[src/rtl/rf_arb_pkg.sv]
// ============================================================================
// Module  : rf_arb_pkg
// Brief   : Shared widths and writeback entry type for the RF write arbiter.
// Revision: 1.0
// ============================================================================
`default_nettype none

package rf_arb_pkg;

    localparam int XLEN    = 32;
    localparam int AW      = 5;
    localparam int NUM_REQ = 2;

    typedef struct packed {
        logic            full;
        logic [AW-1:0]   rd;
        logic [XLEN-1:0] data;
    } wb_entry_t;

endpackage

`default_nettype wire

[src/rtl/rf_wb_slot.sv]
// ============================================================================
// Module  : rf_wb_slot
// Brief   : One-entry writeback holding slot; ready while empty or draining.
// Revision: 1.0
// ============================================================================
`default_nettype none

module rf_wb_slot #(
    parameter int XLEN = 32,
    parameter int AW   = 5
) (
    input  logic            clk,
    input  logic            rst_n,
    input  logic            v,
    input  logic [AW-1:0]   rd,
    input  logic [XLEN-1:0] d,
    input  logic            gnt,
    output logic            rdy,
    output logic            full,
    output logic [AW-1:0]   rd_out,
    output logic [XLEN-1:0] d_out
);

    logic            full_q, full_d;
    logic [AW-1:0]   rd_q, rd_d;
    logic [XLEN-1:0] data_q, data_d;
    logic            accept;

    // Ready depends only on registered state and the grant, never on v.
    assign rdy    = ~full_q | gnt;
    assign accept = v & rdy;

    always_comb begin
        full_d = full_q;
        rd_d   = rd_q;
        data_d = data_q;
        if (accept) begin
            full_d = 1'b1;
            rd_d   = rd;
            data_d = d;
        end else if (gnt) begin
            full_d = 1'b0;
        end
    end

    always_ff @(posedge clk or negedge rst_n) begin
        if (!rst_n) begin
            full_q <= 1'b0;
            rd_q   <= '0;
            data_q <= '0;
        end else begin
            full_q <= full_d;
            rd_q   <= rd_d;
            data_q <= data_d;
        end
    end

    assign full   = full_q;
    assign rd_out = rd_q;
    assign d_out  = data_q;

endmodule

`default_nettype wire

[src/rtl/rf_write_arbiter.sv]
// ============================================================================
// Module  : rf_write_arbiter
// Brief   : Two-port round-robin register-file write arbiter with registered
//           RF write outputs. Optional pending map under RF_ARB_PEND_EN.
// Revision: 1.0
// ============================================================================
`default_nettype none

module rf_write_arbiter
    import rf_arb_pkg::*;
#(
    parameter int XLEN = rf_arb_pkg::XLEN,
    parameter int AW   = rf_arb_pkg::AW
) (
    input  logic               CLK,
    input  logic               RES,
    input  logic               V0,
    input  logic               V1,
    input  logic [AW-1:0]      RD0,
    input  logic [AW-1:0]      RD1,
    input  logic [XLEN-1:0]    D0,
    input  logic [XLEN-1:0]    D1,
    output logic               RDY0,
    output logic               RDY1,
`ifdef RF_ARB_PEND_EN
    output logic [2**AW-1:0]   PEND_RF,
`endif
    output logic               WE_RF,
    output logic [AW-1:0]      RW_RF,
    output logic [XLEN-1:0]    DW_RF
);

    logic [NUM_REQ-1:0] v_in, full, gnt, rdy;
    logic [AW-1:0]      rd_in   [NUM_REQ];
    logic [AW-1:0]      rd_slot [NUM_REQ];
    logic [XLEN-1:0]    d_in    [NUM_REQ];
    logic [XLEN-1:0]    d_slot  [NUM_REQ];

    logic               ptr_q, ptr_d;
    logic               we_q, we_d;
    logic [AW-1:0]      rw_q, rw_d;
    logic [XLEN-1:0]    dw_q, dw_d;
    logic               gsel;

    assign v_in     = {V1, V0};
    assign rd_in[0] = RD0;
    assign rd_in[1] = RD1;
    assign d_in[0]  = D0;
    assign d_in[1]  = D1;

    generate
        for (genvar i = 0; i < NUM_REQ; i++) begin : g_slot
            rf_wb_slot #(
                .XLEN (XLEN),
                .AW   (AW)
            ) u_slot (
                .clk    (CLK),
                .rst_n  (RES),
                .v      (v_in[i]),
                .rd     (rd_in[i]),
                .d      (d_in[i]),
                .gnt    (gnt[i]),
                .rdy    (rdy[i]),
                .full   (full[i]),
                .rd_out (rd_slot[i]),
                .d_out  (d_slot[i])
            );
        end
    endgenerate

    assign RDY0 = rdy[0];
    assign RDY1 = rdy[1];

    // The pointer only advances when both ports actually competed.
    always_comb begin
        gnt   = full;
        ptr_d = ptr_q;
        if (full[0] && full[1]) begin
            gnt        = '0;
            gnt[ptr_q] = 1'b1;
            ptr_d      = ~ptr_q;
        end
    end

    assign gsel = gnt[1];

    always_comb begin
        we_d = 1'b0;
        rw_d = rw_q;
        dw_d = dw_q;
        if (|gnt) begin
            we_d = (rd_slot[gsel] != '0);
            rw_d = rd_slot[gsel];
            dw_d = d_slot[gsel];
        end
    end

    always_ff @(posedge CLK or negedge RES) begin
        if (!RES) begin
            ptr_q <= 1'b0;
            we_q  <= 1'b0;
            rw_q  <= '0;
            dw_q  <= '0;
        end else begin
            ptr_q <= ptr_d;
            we_q  <= we_d;
            rw_q  <= rw_d;
            dw_q  <= dw_d;
        end
    end

    assign WE_RF = we_q;
    assign RW_RF = rw_q;
    assign DW_RF = dw_q;

`ifdef RF_ARB_PEND_EN
    logic [2**AW-1:0] pend;

    // Output stage counts as pending only while its write is being driven.
    always_comb begin
        pend = '0;
        for (int i = 0; i < NUM_REQ; i++) begin
            if (full[i]) pend[rd_slot[i]] = 1'b1;
        end
        if (we_q) pend[rw_q] = 1'b1;
        pend[0] = 1'b0;
    end

    assign PEND_RF = pend;
`endif

endmodule

`default_nettype wire

[config.mk]
export PLATFORM = sky130hd
export DESIGN_NAME = rf_write_arbiter
export DESIGN_NICKNAME = d
export VERILOG_FILES = /design/src/rtl/rf_arb_pkg.sv /design/src/rtl/rf_wb_slot.sv /design/src/rtl/rf_write_arbiter.sv
export SDC_FILE = /design/constraint.sdc
export NUM_CORES = 1
export LEC_CHECK = 0
export BUFFER_PORTS_ARGS = -buffer_cell sky130_fd_sc_hd__buf_2
export CAP_MARGIN = 40
export CORE_ASPECT_RATIO = 1.75
export CORE_UTILIZATION = 53
export CTS_CLUSTER_SIZE = 8
export DETAILED_ROUTE_END_ITERATION = 8
export PLACE_DENSITY_LB_ADDON = 0.05
export SLEW_MARGIN = 5
export SYNTH_ARGS = -nofsm -noshare
export SYNTH_HDL_FRONTEND = slang
export SYNTH_SLANG_ARGS = --single-unit
[constraint.sdc]
create_clock -name CLK -period 1.5 [get_ports CLK]
set_input_delay 0.075 -clock CLK [delete_from_list [all_inputs] [get_ports CLK]]
set_output_delay 0.075 -clock CLK [all_outputs]
set_load 0.05 [all_outputs]
# == Word level (Yosys, flattened, before mapping) ==
# Index checks and enable logic that the tools add are counted.
# word_totals
reg_bits,115
latch_bits,0
ramBits,0
romBits,0
in_bits,78
output_inout_bits,40
word_cells,41
memories,0
# classes
addsub,0
n_mul,0
div_mod_pow,0
n_lt_le_gt_ge,3
eq_ne,0
n_shift,0
muxes,14
bitwise,8
reduce_logical,6
# ops
cell,n
two-way mux 32 bit,3
two-way mux 5 bit,3
two-way mux 1 bit,6
nonzero test 5 bit,1
nonzero test 2 bit,2
inverter 1 bit,3
AND 1 bit,2
greater-or-equal comparator 2 bit (second input constant),1
logical AND 1 bit,2
< comparator 1 x 2 -> 1 bit (second input constant),1
two-way mux 2 bit,1
inverter 1 -> 2 bit,1
bitwise OR 1 bit,2
OR reduction 2 bit,1
demux 1 bit (select 1 bit),1
greater-or-equal comparator 1 bit (second input constant),1

# == Depth between registers and ports, before layout ==
# Gate-level depths: netlist (run 1).
# logic_depth
depth_word,11
depth_mapped,6
ltp_nobuf,3

# == By module ==
# From an unflattened synthesis (run 1), not the netlist that was laid out.
# unflattened
hier_cells,375
area_unflattened_um2,5464.0
# by_module_without_submodules
module,instances,cells_per_inst,area_per_inst_um2,seq_area_each_um2
rf_wb_slot,2,81,1572.8,950.9
rf_write_arbiter,1,213,2318.5,975.9

# == Worst setup path before layout (run 1) ==
# No wires, ideal clock.
# synth_path
kind,register to register
startpoint,register g_slot[1].u_slot.full_q
endpoint,register g_slot[0].u_slot.data_q[21]
setup_time_ns,0.125
t_arrival_ns,1.578
t_required_ns,1.375
setup_slack_ns,-0.203
stages_incl_launch_ff,6
n_path_buf,2
synth_period_minus_slack_ns,1.703
path_cell_list,dfrtp_1 > buf_2 > nand3_2 > nand2_2 > buf_4 > mux2_2
# synth_via
elab_chain_cells,4
# synth_lines
element,line_no,source
from (decl),rf_wb_slot.sv:24,"logic full_q, full_d;"
from (signal assigned),rf_wb_slot.sv:52,full_q <= full_d;
logical AND 1 bit,rf_write_arbiter.sv:78,if (full[0] && full[1]) begin
two-way mux 2 bit,rf_write_arbiter.sv:78,
bitwise OR 1 bit,rf_wb_slot.sv:30,assign rdy = ~full_q | gnt;
via RDY0,rf_write_arbiter.sv:23,"output logic RDY0,"
AND 1 bit,rf_wb_slot.sv:31,assign accept = v & rdy;
to (signal assigned),rf_wb_slot.sv:54,data_q <= data_d;
to (decl),rf_wb_slot.sv:26,"logic [XLEN-1:0] data_q, data_d;"
# The timed path passes the listed nets, and every way through them passes these cells.
# A chain may end at the register's enable or synchronous reset.

# == Worst setup path in the final report (run 1) ==
# layout_path
startpoint,register ptr_q
endpoint,output port RDY1
# layout_via
elab_chain_cells,6
word_cells_on_any_way,7
cone_classes,order compare: 2; mux: 3; bitwise: 1; reduce/logical: 1
# layout_lines
element,line_no,source
from (decl),rf_write_arbiter.sv:39,"logic ptr_q, ptr_d;"
from (signal assigned),rf_write_arbiter.sv:105,ptr_q <= ptr_d;
< comparator 1 x 2 -> 1 bit (implied by the code) or greater-or-equal comparator 1 bit (tied branches),rf_write_arbiter.sv:80,gnt[ptr_q] = 1'b1;
logical AND 1 bit (implied by the code),rf_write_arbiter.sv:80,
two-way mux 1 bit (implied by the code),rf_write_arbiter.sv:80,
demux 1 bit (select 1 bit) (*),rf_write_arbiter.sv:80,
two-way mux 2 bit (*),rf_write_arbiter.sv:78,
bitwise OR 1 bit (*),rf_wb_slot.sv:30,
to (decl),rf_write_arbiter.sv:24,"output logic RDY1,"
# Mark *: on every way between the ends. The rest lies on a longest branch, timed or not.

==> flow_summary_export.csv, run 1 <==
group,metric,value,unit
status,result_of_the_run,"finished, final reports clean",
finish,nFillCells,512,
floorplanning,coreArea,8370,um2
synth,synth.avg_cell_area,15.0,um2
drt,wirelength_met1,4350,um
min_path,hold_class,"in2async",
floorplanning,floorplan.die.height,126,um
job,cap_viol_max_count,0,
critical_path,worstRegToRegCells,3,
finish,stdcell_count,644,
timing,finalSetupViolations,0,
pwr,comb_power_share,0.371,
clock_tree,clk_pin_slew,0.05,ns
critical_path,cp_data_required_time,1.42,ns
global_routing,first_global_vias,3816,
timing,timing.setup.tns,0,ns
pwr,worst_ir_drop_vdd,1.16,mV
pwr,clockPowerShare,0.281,
global_routing,grt_pass1_wl,18200,um
finish,ff_latch_area,2880,um2
drt,total_number_of_vias,3457,
global_routing,maximum_number_of_pins_on_one_net_before_global_route_repair,38,
global_routing,antenna_found_initial,0,
drt,antenna_violating_nets_post_route,0,
floorplanning,top_level_port_count,118,
floorplanning,fp.dieArea,9150,um2
finish,utilization,0.816,
critical_path,worstPathArrival,1.41,ns
critical_path,worstSetupPathDepth,2,
global_routing,grt.overflow.total,0,
synth,yosysSeqAreaShare,0.620,
timing,clock-skew-final,0.00668,ns
critical_path,setup.worst_path.end_class,"primary output",
synth,synth_nets,387,
critical_path,setup.worst_path.start_class,"register",
clock_tree,tritoncts,"built",
drt,detailroute.wirelength.met3,586,um
clock_tree,insertion_delay_of_the_later_clocked_pin_in_the_worst_skew_pair,0.41,ns
floorplanning,floorplan.rows,44,
finish,fraction_of_layout_instances_using_a_drive_strength_above_1,0.446,
placement,io_buffer_count,117,
critical_path,worstPathMaxFanout,6,
clock_tree,clk_root_buffer_cell,"sky130_fd_sc_hd__clkbuf_16",
drt,router_iterations_before_antenna_repair,4,
critical_path,critical_path_buf_inv_count,1,
synth,post_synth_inst_count,309,
critical_path,critPathCapture,"RDY1",
timing,timing.fmax,0.673,GHz
timing,final_period_minus_worst_setup_slack,1.49,ns
placement,hpwl_after_dpl,6540,um
finish,area_of_combinational_cells_with_multiple_inputs,1680,um2
critical_path,r2r-start,"ptr_q",
finish,ant_diodes,0,
timing,worst_margin_slew,0.477,ns
drt,drt_initial_violations,133,
synth,yosys_warnings,0,
clock_tree,cts_inserted_buffers,17,
placement,dpl_cells,535,
global_routing,grtUsageTotal,0.272,
critical_path,r2r_setup_slk,0.06,ns
clock_tree,cts_max_path_buffers,2,
drt,route.final.wire_length,11400,um
clock_tree,clock_sink_count,115,
clock_tree,post-cts-setup-buffer-count,0,
placement,gp_congestion,0.769,
drt,post_route_drc_violation_count,0,
timing,final_max_slew_viol_count,0,
pwr,leakagePower,3.00,nW
critical_path,critical_path_cell_by_cell,"nand3b_4, buf_2",
drt,avgViaCountPerCell,5.37,
synth,mappedNetlistArea,4640,um2
drt,dr.max_layer_used,"met4",
pwr,switching_share,0.375,
pwr,internal_power,8.71,mW
critical_path,cpPeakStageDelay,0.45,ns
floorplanning,initial_core_util,0.554,
pwr,switchingPower,5.23,mW
finish,design.final.nets,595,
timing,timing.max_slew.rel_slack,0.682,
pwr,total_power_divided_by_cell_area,2040,nW/um2
finish,area_delta_synth_final,47.2,%
timing,timing_hold_violations_final,0,
drt,drt-wirelength-per-cell,17.7,um
timing,rsz0062_at_grt,"true",
critical_path,largest_delay_share_family_worst_path,"flip-flops",
critical_path,end_of_the_worst_register_to_register_path,"g_slot[1].u_slot.d_out[11]",
critical_path,critical_path.slowest_cell,"sky130_fd_sc_hd__dfrtp_2",
critical_path,timing_worst_setup_path_type,"reg2out",
timing,layout_worst_path_cycle_share,0.991,
floorplanning,die_width,72.7,um
critical_path,startpoint,"ptr_q",
clock_tree,cts.htree.levels,4,
drt,detailroute.wirelength.met2,6240,um
synth,synth.ff_latch_count,115,
synth,number_of_distinct_standard_cells_referenced_by_the_synthesized_netlist,21,
pwr,pwr-share-seq,0.348,
## power by group through the flow
stage,Combinational [mW],Sequential [mW],Clock [mW]
4_1_cts,5.14,4.83,3.98
3_5_place_dp,4.97,4.87,0
3_3_place_gp,4.90,4.82,0
2_1_floorplan,1.96,6.56,0
5_1_grt,5.46,4.98,4.10
6_report,5.17,4.85,3.92
## worst min path at each step
stage / cells past startpoint / endpoint / slack [ns] / from
final: 2 / g_slot[0].u_slot.rd_out[3] / 0.17 / RES
after CTS: 2 / g_slot[0].u_slot.rd_out[3] / 0.17 / RES
after global placement: 1 / RW_RF[3] / 0.06 / RES
after floorplan: 0 / DW_RF[0] / -0.22 / RES
after global routing: 2 / g_slot[0].u_slot.rd_out[3] / 0.20 / RES
after detailed placement: 1 / g_slot[0].u_slot.rd_out[3] / 0.05 / RES
## layer usage
metal / up-vias / track usage
li1: 1580 / -
met4: 0 / 0.104
met2: 114 / 0.474
met5: - / 0
met3: 13 / 0.0944
met1: 1750 / 0.297
## synthesized netlist by cell type
library cell / instances / area [um2]
sky130_fd_sc_hd__nand2b_1: 2 / 12.5
sky130_fd_sc_hd__o21ai_2: 1 / 8.76
sky130_fd_sc_hd__dfrtp_1: 115 / 2880
sky130_fd_sc_hd__nand2_4: 1 / 11.3
sky130_fd_sc_hd__clkbuf_1: 5 / 18.8
sky130_fd_sc_hd__mux2_2: 68 / 766
sky130_fd_sc_hd__mux2_1: 9 / 101
sky130_fd_sc_hd__nand3b_4: 1 / 20.0
sky130_fd_sc_hd__buf_2: 9 / 45.0
sky130_fd_sc_hd__o32a_1: 34 / 340
sky130_fd_sc_hd__o21a_1: 34 / 255
sky130_fd_sc_hd__nor2_1: 8 / 30.0
sky130_fd_sc_hd__buf_4: 6 / 45.0
sky130_fd_sc_hd__nand3_2: 1 / 10.0
sky130_fd_sc_hd__or4_1: 2 / 15.0
sky130_fd_sc_hd__inv_1: 1 / 3.75
sky130_fd_sc_hd__nand2_1: 4 / 15.0
sky130_fd_sc_hd__o22ai_1: 4 / 25.0
sky130_fd_sc_hd__nand2_2: 1 / 6.26
sky130_fd_sc_hd__buf_6: 2 / 22.5
sky130_fd_sc_hd__a21bo_1: 1 / 10.0
## metrics by stage
stage	area (um2)	hold slack [ns]	setup WS (ns)	total power [mW]
2_1_floorplan	4670	-0.221	-0.00180	8.52
5_1_grt	6830	0.203	-0.0393	14.5
3_5_place_dp	5460	0.0540	0.0138	9.84
4_1_cts	6810	0.170	0.00559	14.0
3_3_place_gp	5460	0.0622	0.0559	9.72
6_report	6830	0.167	0.0138	13.9
## registers in the layout, summed over array words and instances (netlist names)
register	flops
RW_RF	5
ptr_q	1
g_slot.u_slot.d_out	64
WE_RF	1
g_slot.u_slot.full	2
DW_RF	32
g_slot.u_slot.rd_out	10
## layout make-up
class,count,area share
sequential,115,0.422
clock inverter,4,0.0103
tap,115,0.0211
clock buffer,27,0.0751
timing repair buffer,210,0.226
inverter,1,0.000550
multi-input combinational,172,0.245
## cell usage in the layout (no fill, tap or decap)
| master | synthesis | final |
|---|---|---|
| sky130_fd_sc_hd__dlygate4sd3_1 | 0 | 77 |
| sky130_fd_sc_hd__o22ai_1 | 4 | 4 |
| sky130_fd_sc_hd__nor2_1 | 8 | 8 |
| sky130_fd_sc_hd__buf_12 | 0 | 5 |
| sky130_fd_sc_hd__nand2_8 | 0 | 2 |
| sky130_fd_sc_hd__a21bo_1 | 1 | 1 |
| sky130_fd_sc_hd__clkbuf_1 | 5 | 5 |
| sky130_fd_sc_hd__mux2_1 | 9 | 9 |
| sky130_fd_sc_hd__buf_2 | 9 | 116 |
| sky130_fd_sc_hd__nand2b_1 | 2 | 2 |
| sky130_fd_sc_hd__nand2_4 | 1 | 1 |
| sky130_fd_sc_hd__nand3b_4 | 1 | 1 |
| sky130_fd_sc_hd__clkbuf_16 | 0 | 17 |
| sky130_fd_sc_hd__dfrtp_2 | 0 | 3 |
| sky130_fd_sc_hd__nand3_4 | 0 | 1 |
| sky130_fd_sc_hd__buf_4 | 6 | 12 |
| sky130_fd_sc_hd__mux2_2 | 68 | 68 |
| sky130_fd_sc_hd__nand2_1 | 4 | 4 |
| sky130_fd_sc_hd__o21ai_4 | 0 | 1 |
| sky130_fd_sc_hd__o21a_1 | 34 | 34 |
| sky130_fd_sc_hd__inv_1 | 1 | 1 |
| sky130_fd_sc_hd__clkbuf_8 | 0 | 5 |
| sky130_fd_sc_hd__o32a_1 | 34 | 34 |
| sky130_fd_sc_hd__clkinv_2 | 0 | 2 |
| sky130_fd_sc_hd__or4_1 | 2 | 2 |
| sky130_fd_sc_hd__dfrtp_1 | 115 | 112 |
| sky130_fd_sc_hd__bufinv_16 | 0 | 2 |
## repair_timing
action                                 CTS  global route
endpoints found under the hold margin  134             0
hold buffers                            77             0
setup endpoints to repair                0            39
gates resized for setup                  0             1
## cells by family (layout without fill, tap and decap cells)
family / after synthesis / in the layout / share of synthesized area
multiplexers: 77 / 77 / 0.187
buffers and inverters: 23 / 242 / 0.0291
AO/OA/AOI/OAI: 74 / 74 / 0.138
AND/OR/NAND/NOR: 20 / 21 / 0.0259
flip-flops: 115 / 115 / 0.620
No activity file was read; power rests on OpenSTA's default activity.
==> run 2, diff against run 1 <==
--- a/config.mk
+++ b/config.mk
@@ -5,9 +5,9 @@
 export SDC_FILE = /design/constraint.sdc
 export NUM_CORES = 1
 export LEC_CHECK = 0
+export ABC_CLOCK_PERIOD_IN_PS = 1500
 export BUFFER_PORTS_ARGS = -buffer_cell sky130_fd_sc_hd__buf_2
 export CAP_MARGIN = 40
-export CORE_ASPECT_RATIO = 1.75
 export CORE_UTILIZATION = 53
 export CTS_CLUSTER_SIZE = 8
 export DETAILED_ROUTE_END_ITERATION = 8
==> run 2 against run 1 <==
Register-to-register slack about the same. Largest power group unchanged. Final cell count decreased by 1.1%. Critical path type is now reg2reg. Combinational power increased by 2%. Via count increased by 0.72%. Wire length decreased by 1.4%.
==> flow_summary_export.csv, run 2 (synthesis gave the netlist of run 1 again) <==
group,metric,value,unit
floorplanning,floorplan.die.height,95.6,um
drt,avgViaCountPerCell,5.47,
timing,finalSetupViolations,0,
floorplanning,top_level_port_count,118,
pwr,worst_ir_drop_vdd,1.26,mV
clock_tree,cts_inserted_buffers,17,
status,result_of_the_run,"finished, final reports clean",
global_routing,grt.overflow.total,0,
timing,timing.fmax,0.688,GHz
finish,fraction_of_layout_instances_using_a_drive_strength_above_1,0.457,
critical_path,cp_data_required_time,1.89,ns
critical_path,end_of_the_worst_register_to_register_path,"g_slot[1].u_slot.rd_out[1]",
pwr,internal_power,8.26,mW
clock_tree,insertion_delay_of_the_later_clocked_pin_in_the_worst_skew_pair,0.51,ns
global_routing,grt_pass1_wl,17900,um
placement,gp_congestion,0.752,
global_routing,maximum_number_of_pins_on_one_net_before_global_route_repair,38,
timing,rsz0062_at_grt,"true",
timing,layout_worst_path_cycle_share,0.969,
timing,final_period_minus_worst_setup_slack,1.45,ns
finish,final_cell_mix,"sky130_fd_sc_hd__buf_2 (114), sky130_fd_sc_hd__dfrtp_1 (112), sky130_fd_sc_hd__dlygate4sd3_1 (77)",
drt,drt_initial_violations,86,
critical_path,worstRegToRegCells,3,
drt,antenna_violating_nets_post_route,0,
floorplanning,floorplan.rows,33,
placement,io_buffer_count,117,
global_routing,grtUsageTotal,0.271,
min_path,hold_class,"in2async",
finish,ant_diodes,0,
finish,design.final.nets,597,
placement,dp_slack,0.0355,ns
timing,timing_hold_violations_final,0,
finish,utilization,0.817,
timing,worst_margin_slew,0.530,ns
timing,timing.hold.ws,0.0946,ns
pwr,switchingPower,5.36,mW
critical_path,r2r-start,"ptr_q",
finish,mostFrequentLayoutCell,"sky130_fd_sc_hd__buf_2",
placement,dpl_cells,526,
pwr,total_power_divided_by_cell_area,2000,nW/um2
global_routing,first_global_vias,3684,
clock_tree,cts_max_path_buffers,2,
critical_path,setup.worst_path.start_class,"register",
finish,area_delta_synth_final,46.8,%
critical_path,worstPathMaxFanout,37,
finish,nFillCells,491,
finish,largest_reg_flops,64,
placement,hpwl_after_dpl,6710,um
floorplanning,coreArea,8340,um2
timing,timing.setup.tns,0,ns
critical_path,timing_worst_setup_path_type,"reg2reg",
floorplanning,die_width,95.6,um
clock_tree,clock_sink_count,115,
job,cap_viol_max_count,0,
clock_tree,clk_pin_slew,0.06,ns
pwr,leakagePower,2.99,nW
timing,timing.max_slew.rel_slack,0.647,
pwr,pwr-share-seq,0.355,
clock_tree,cts.htree.levels,4,
floorplanning,initial_core_util,0.556,
drt,drt-wirelength-per-cell,17.6,um
drt,post_route_drc_violation_count,0,
critical_path,worstPathArrival,1.84,ns
drt,router_iterations_before_antenna_repair,4,
timing,final_max_slew_viol_count,0,
pwr,switching_share,0.394,
global_routing,antenna_found_initial,0,
finish,stdcell_count,637,
critical_path,setup.worst_path.end_class,"register",
critical_path,r2r_setup_slk,0.05,ns
pwr,clockPowerShare,0.257,
drt,route.final.wire_length,11200,um
drt,total_number_of_vias,3482,
clock_tree,tritoncts,"built",
clock_tree,clk_root_buffer_cell,"sky130_fd_sc_hd__clkbuf_8",
timing,timing.final.ws_setup,0.0469,ns
pwr,comb_power_share,0.387,
timing,clock-skew-final,0.0102,ns
floorplanning,fp.dieArea,9130,um2
-- run 2: layout make-up --
| type | instances | area [um2] | share of cell area |
|---|---|---|---|
| clock buffers | 20 | 445 | 0.0654 |
| inverters | 1 | 3.75 | 0.000551 |
| clock inverters | 12 | 83.8 | 0.0123 |
| multi-input cells | 171 | 1660 | 0.244 |
| repair buffers | 213 | 1610 | 0.236 |
| well taps | 105 | 131 | 0.0193 |
| flip-flops and latches | 115 | 2880 | 0.423 |
-- run 2: worst max-delay path by stage --
| stage | from | endpoint | slack [ns] | depth (start not counted) |
|---|---|---|---|---|
| final | ptr_q | g_slot[1].u_slot.rd_out[1] | 0.05 | 3 |
| after global routing | ptr_q | g_slot[1].u_slot.d_out[23] | -0.02 | 3 |
| after CTS | g_slot[0].u_slot.full | g_slot[1].u_slot.d_out[11] | 0.01 | 3 |
| after detailed placement | g_slot[0].u_slot.full | g_slot[1].u_slot.d_out[23] | 0.04 | 3 |
| after global placement | g_slot[0].u_slot.full | g_slot[1].u_slot.d_out[7] | 0.08 | 3 |
| after floorplan | ptr_q | g_slot[1].u_slot.d_out[21] | -0.002 | 4 |
-- run 2: through the flow --
step | power [mW] | area, um2
2_1_floorplan | 8.52 | 4670
3_3_place_gp | 9.79 | 5480
3_5_place_dp | 9.91 | 5480
4_1_cts | 13.6 | 6780
5_1_grt | 14.2 | 6810
6_report | 13.6 | 6810
-- run 2: worst max-delay path, stage by stage (launching register included) --
cell and delay (ns):
sky130_fd_sc_hd__dfrtp_2 0.44, sky130_fd_sc_hd__nand3b_4 0.22, sky130_fd_sc_hd__nand2_8 0.28, sky130_fd_sc_hd__mux2_2 0.38
-- run 2: timing repair --
item / 4_1_cts / 5_1_grt
endpoints found under the setup margin: 2 / 43
hold endpoints to repair: 191 / 0
buffers inserted: 0 / 2
hold buffers: 77 / 0
gates resized for setup: 3 / 3
pin swaps: 0 / 0
-- run 2: per-layer routing --
metal	vias up	share of wire	track usage
met5	-	0	0
met4	0	0.021	0.119
met3	21	0.039	0.0686
met2	100	0.51	0.460
met1	1776	0.43	0.327
li1	1585	-	-
-- run 2: power groups by stage --
stage | combinational (mW) | clock (mW) | sequential (mW)
floorplan | 1.96 | 0 | 6.56
global placement | 4.98 | 0 | 4.81
detailed placement | 5.05 | 0 | 4.86
CTS | 5.24 | 3.56 | 4.82
global route | 5.58 | 3.70 | 4.96
finish | 5.28 | 3.51 | 4.84
